**src/rtl/key_repeat_if.sv**
```systemverilog
// Key-level / typematic-pulse bundle between the debounce stage and the
// editor control logic: timebase strobe and key level in, pulses out.
interface key_repeat_if;
    logic tick;
    logic in;
    logic out;
    logic repeating;

    modport master (
        output tick,
        output in,
        input  out,
        input  repeating
    );

    modport slave (
        input  tick,
        input  in,
        output out,
        output repeating
    );
endinterface

```
**src/rtl/key_repeat.sv**
```systemverilog
// Typematic pulse generator: one pulse on press, then after DELAY_TICKS ticks
// a train of pulses every RATE_TICKS ticks while the key stays held.
module key_repeat #(
    parameter int DELAY_TICKS = 200,
    parameter int RATE_TICKS  = 40,
    parameter int CNT_W       = 8
) (
    input  logic         clk,
    input  logic         rst,
    key_repeat_if.slave  bus
);

    typedef enum logic [1:0] {
        ST_ARM    = 2'd0,
        ST_IDLE   = 2'd1,
        ST_DELAY  = 2'd2,
        ST_REPEAT = 2'd3
    } state_t;

    localparam logic [CNT_W-1:0] CNT_ZERO   = CNT_W'(0);
    localparam logic [CNT_W-1:0] CNT_ONE    = CNT_W'(1);
    localparam logic [CNT_W-1:0] DELAY_LAST = CNT_W'(DELAY_TICKS - 1);
    localparam logic [CNT_W-1:0] RATE_LAST  = CNT_W'(RATE_TICKS - 1);

    state_t           state_r;
    state_t           state_nxt_s;
    logic [CNT_W-1:0] cnt_r;
    logic [CNT_W-1:0] cnt_nxt_s;
    logic             out_r;
    logic             out_nxt_s;
    logic             rep_r;

    // State register plus registered outputs; reset cuts any pulse in flight.
    always_ff @(posedge clk) begin
        if (rst) begin
            state_r <= ST_ARM;
            cnt_r   <= CNT_ZERO;
            out_r   <= 1'b0;
            rep_r   <= 1'b0;
        end else begin
            state_r <= state_nxt_s;
            cnt_r   <= cnt_nxt_s;
            out_r   <= out_nxt_s;
            rep_r   <= (state_nxt_s == ST_REPEAT);
        end
    end

    // Next-state: release always beats a tick, ARM waits for the key to go up.
    always_comb begin
        state_nxt_s = state_r;
        case (state_r)
            ST_ARM: begin
                if (!bus.in) state_nxt_s = ST_IDLE;
                else         state_nxt_s = ST_ARM;
            end
            ST_IDLE: begin
                if (bus.in) state_nxt_s = ST_DELAY;
                else        state_nxt_s = ST_IDLE;
            end
            ST_DELAY: begin
                if (!bus.in)                              state_nxt_s = ST_IDLE;
                else if (bus.tick && cnt_r == DELAY_LAST) state_nxt_s = ST_REPEAT;
                else                                      state_nxt_s = ST_DELAY;
            end
            ST_REPEAT: begin
                if (!bus.in) state_nxt_s = ST_IDLE;
                else         state_nxt_s = ST_REPEAT;
            end
            default: state_nxt_s = ST_ARM;
        endcase
    end

    // Pulse and tick-counter update; the counter clears at each terminal tick.
    always_comb begin
        out_nxt_s = 1'b0;
        cnt_nxt_s = cnt_r;
        case (state_r)
            ST_ARM: begin
                cnt_nxt_s = CNT_ZERO;
            end
            ST_IDLE: begin
                cnt_nxt_s = CNT_ZERO;
                if (bus.in) out_nxt_s = 1'b1;
                else        out_nxt_s = 1'b0;
            end
            ST_DELAY: begin
                if (!bus.in) begin
                    cnt_nxt_s = CNT_ZERO;
                end else if (bus.tick) begin
                    if (cnt_r == DELAY_LAST) begin
                        out_nxt_s = 1'b1;
                        cnt_nxt_s = CNT_ZERO;
                    end else begin
                        cnt_nxt_s = cnt_r + CNT_ONE;
                    end
                end else begin
                    cnt_nxt_s = cnt_r;
                end
            end
            ST_REPEAT: begin
                if (!bus.in) begin
                    cnt_nxt_s = CNT_ZERO;
                end else if (bus.tick) begin
                    if (cnt_r == RATE_LAST) begin
                        out_nxt_s = 1'b1;
                        cnt_nxt_s = CNT_ZERO;
                    end else begin
                        cnt_nxt_s = cnt_r + CNT_ONE;
                    end
                end else begin
                    cnt_nxt_s = cnt_r;
                end
            end
            default: begin
                out_nxt_s = 1'b0;
                cnt_nxt_s = CNT_ZERO;
            end
        endcase
    end

    assign bus.out       = out_r;
    assign bus.repeating = rep_r;

endmodule

```
**src/flat_wrapper.sv**
```systemverilog
// flat-port wrapper written by rule: the top's interface ports become plain ports
module key_repeat_flat 
#(
    parameter int DELAY_TICKS = 200,
    parameter int RATE_TICKS  = 40,
    parameter int CNT_W       = 8
)
  (clk, rst, bus_tick, bus_in, bus_out, bus_repeating);
  key_repeat_if bus_i ();
  input  logic clk;
  input  logic rst;
  input wire logic [$bits(bus_i.tick)-1:0] bus_tick;
  input wire logic [$bits(bus_i.in)-1:0] bus_in;
  output wire logic [$bits(bus_i.out)-1:0] bus_out;
  output wire logic [$bits(bus_i.repeating)-1:0] bus_repeating;
  assign bus_i.tick = bus_tick;
  assign bus_i.in = bus_in;
  assign bus_out = bus_i.out;
  assign bus_repeating = bus_i.repeating;
  key_repeat #(.DELAY_TICKS(DELAY_TICKS), .RATE_TICKS(RATE_TICKS), .CNT_W(CNT_W)) u_core (.clk(clk), .rst(rst), .bus(bus_i));
endmodule
```
**config.mk**
```make
export PLATFORM = sky130hd
export DESIGN_NAME = key_repeat_flat
export DESIGN_NICKNAME = d
export VERILOG_FILES = /design/src/rtl/key_repeat_if.sv /design/src/rtl/key_repeat.sv /design/src/flat_wrapper.sv
export SDC_FILE = /design/constraint.sdc
export NUM_CORES = 1
export LEC_CHECK = 0
export ABC_AREA = 0
export CORE_AREA = 2 2 39 41
export DETAILED_ROUTE_END_ITERATION = 8
export DIE_AREA = 0 0 41 43
export SLEW_MARGIN = 20
export SYNTH_ARGS = -nofsm -noshare
export SYNTH_HDL_FRONTEND = slang
export SYNTH_SLANG_ARGS = --single-unit
```
**constraint.sdc**
```tcl
create_clock -name clk -period 4.7 [get_ports clk]
set_input_delay 1.175 -clock clk [delete_from_list [all_inputs] [get_ports clk]]
set_output_delay 1.175 -clock clk [all_outputs]
set_load 0.01 [all_outputs]
```
==> impl_metrics.tcl <==
set metrics [dict create \
    grt.met1_usage_pct 22.5 \
    place.detailed.hpwl_um 758 \
    dieHeight_um 43 \
    postCtsResizedCells 0 \
    htree_levels 1 \
    place.detailed.instances 83 \
    first_pass_grt_wire_length_mm 1.90 \
    finalMaxSlewViolations 0 \
    timing_worst_slew_pin_value_ns 0.676 \
    core-area_um2 1380 \
    timing.critical_path.from "bus_tick" \
    layout.cell_area.non_filler_um2 659 \
    placed_area_um2 637 \
    detail_route.vias_per_cell 5.79 \
    syn_to_final_growth_pct 15.6 \
    rr_worst_depth 5 \
    avgRoutedWirePerCell_um 12.9 \
    synth.area.top_cells "dfxtp_1, nand2_1, a21oi_1" \
    track_usage_pct 16.9 \
    unrepaired_setup_endpoints_after_global_routing "no" \
    synthCells 63 \
    grt_most_used_layer "met1" \
    globalRouteMet2Util_pct 20.3 \
    max-cap-violations 0 \
    final_cell_count_no_fill 86 \
    post-layout-total-power_mw 0.176 \
    post_route_cells_drive_above_1_share_pct 7.14 \
    cts.root.buffer_cell "clkbuf_4" \
    r2r_slack_ns 2.76 \
    worst_slew_margin_rel_pct 54.3 \
    cts_buffers 3 \
    critPathRequiredTime_ns 4.91 \
    power_leakage_nw 0.211 \
    fin_crit_ns 2.45 \
    met3_resource_use_gr_pct 9.42 \
    fin_tns_setup_ns 0 \
    final-setup-viol-count 0 \
    period_utilisation_layout_pct 52.2 \
    place.gp.congestion 0.741 \
    clock_insertion_delay_worst_skew_ns 0.28 \
    syn_area_um2 571 \
    timing_hold_violations_final 0 \
    nets 77 \
    tritoncts "done" \
    antenna_cells_inserted 0 \
    layout.core_utilization_pct 47.6 \
    grt_antenna_before_repair 0 \
    crit-reg2reg-launch "u_core.cnt_r[0]$_SDFFE_PP0P_" \
    hold_buffer_count_at_cts 0 \
    timing.setup.critical_path_class "in -> reg" \
    critical_path.endpoint_type "register" \
    worstPathMaxFanout 11 \
    cts_buffer_depth 2 \
    synthDominantCellAreaShare_pct 42.1 \
    flop_and_latch_count_out_of_synthesis 12 \
    initial_utilization_pct 41.2 \
    grt_pass1_vias 439 \
    worst_setup_path_start_kind "primary input" \
    ir_worst_vdd_uv 151 \
    post_cts.repair.setup_buffers 0 \
    postSynthAreaPerCell_um2 9.06 \
    ys_seq_area_share_pct 42.1 \
    drtIter0Drc 16 \
    vias 498 \
    worst_setup_hold_path_clk_slew_ns 0.07 \
    result_of_the_run "complete, no violations" \
    synth_area_leader_cell "dfxtp_1" \
    worst_r2r_endpoint "u_core.cnt_r[6]$_SDFFE_PP0P_" \
    ant_nets 0 \
    data_arrival_time_at_the_worst_slack_endpoint_ns 2.66 \
    clock_skew_ns 0.00520 \
    count_of_unresolved_drc_violations_after_routing 0 \
    whs_path_depth 2 \
    floorplan.die.width_um 41 \
    finalWirelength_mm 1.11 \
    ioPinCount 6 \
    largest_net_degree_at_the_start_of_global_routing 12 \
    io_buffer_count 5 \
    clock_sink_count 12 \
    die_area_um2 1760 \
    yosys.cell_types.count 27 \
    synth_nets 68 \
    synth.yosys.warnings 0 \
    power_density_nw_per_um2 267 \
    fmax_mhz 407 \
    worst_hold_startpoint "u_core.cnt_r[3]$_SDFFE_PP0P_" \
    path_type_of_the_worst_min_delay_path "reg -> reg" \
    drt_pass1_iterations 4 \
    rows 14 \
    worst_hold_path.endpoint "u_core.cnt_r[3]$_SDFFE_PP0P_" \
    overflow 0 \
]
-- cell usage in the layout, fill, tap and decap left out --
cell type,instances
xor2_1,2
a21oi_1,5
and4b_1,1
a311oi_1,1
a31oi_1,2
nand4_1,3
nor4bb_1,2
inv_1,1
nand3b_1,2
o21ai_4,1
o211ai_1,1
clkdlybuf4s50_1,5
ha_1,1
nand3_1,4
nor2_1,4
o21ai_0,1
or4b_1,1
nand2b_1,1
a41oi_1,1
and4bb_4,1
nand2_1,8
nor2b_1,1
o22ai_1,1
and2_1,1
dfxtp_1,12
and3_1,1
nor3b_1,3
clkbuf_4,3
-- power breakdown --
group	switching (mW)	internal (mW)	leakage, nW
clock	0.0336	0.0297	0.0138
sequential	0.000904	0.103	0.0971
combinational	0.00410	0.00476	0.100
total	0.0386	0.137	0.211
-- Yosys cell counts --
| master | count |
|---|---|
| dfxtp_1 | 12 |
| and2_1 | 1 |
| a41oi_1 | 1 |
| nand2_1 | 8 |
| nor2_1 | 4 |
| ha_1 | 1 |
| nand4_1 | 3 |
| and4b_1 | 1 |
| and3_1 | 1 |
| nand2b_1 | 1 |
| nor2b_1 | 1 |
| a311oi_1 | 1 |
| and4bb_4 | 1 |
| xor2_1 | 2 |
| inv_1 | 1 |
| o21ai_4 | 1 |
| nand3b_1 | 2 |
| o211ai_1 | 1 |
| o21ai_0 | 1 |
| o22ai_1 | 1 |
| nand3_1 | 4 |
| a21oi_1 | 5 |
| nor4bb_1 | 2 |
| clkbuf_1 | 1 |
| a31oi_1 | 2 |
| nor3b_1 | 3 |
| or4b_1 | 1 |
-- cell type report --
type	count	area, um^2
Multi-Input combinational cell	49	323
Clock buffer	3	22.5
Tap cell	16	20.0
Sequential cell	12	240
Fill cell	139	724
Timing Repair Buffer	5	50.0
Inverter	1	3.75
-- state kept, by name, indices dropped and copies added (netlist names) --
register	cells
u_core.cnt_r	8
u_core.state_r	2
u_core.bus.out	1
u_core.bus.repeating	1
-- routing by layer --
| metal | up-vias | share of wire [%] |
|---|---|---|
| li1 | 251 | - |
| met1 | 232 | 48 |
| met2 | 10 | 44 |
| met3 | 5 | 4.8 |
| met4 | 0 | 3.0 |
| met5 | - | 0 |
-- stage by stage --
step	hold slack, ns	setup WS (ns)
after floorplan	0.471	2.73
after global placement	0.492	2.00
after detailed placement	0.500	1.96
after CTS	0.511	2.25
after global routing	0.543	2.15
final	0.510	2.25
-- worst max path at each step --
| stage | to | slack, ns |
|---|---|---|
| after global routing | u_core.cnt_r[6]$_SDFFE_PP0P_ | 2.15 |
| after global placement | u_core.cnt_r[6]$_SDFFE_PP0P_ | 2.00 |
| after floorplan | u_core.bus.repeating$_SDFF_PP0_ | 2.73 |
| after detailed placement | u_core.cnt_r[6]$_SDFFE_PP0P_ | 1.96 |
| after CTS | u_core.cnt_r[6]$_SDFFE_PP0P_ | 2.25 |
| final | u_core.cnt_r[6]$_SDFFE_PP0P_ | 2.25 |
-- worst max-delay path, stage by stage --
cell and delay [ns]:
clkdlybuf4s50_1 0.68, inv_1 0.16, or4b_1 0.52, a21oi_1 0.12
-- cell families (layout without fill, tap and decap cells) --
group	count (synthesis)	in the layout	share of synthesized area [%]
simple gates	33	33	35.5
compound gates	13	13	15.8
flops	12	12	42.1
xor+xnor	2	2	3.07
buf+inv	2	9	1.31
fa+ha+maj	1	1	2.19
Power figures use the tool's default switching activity.
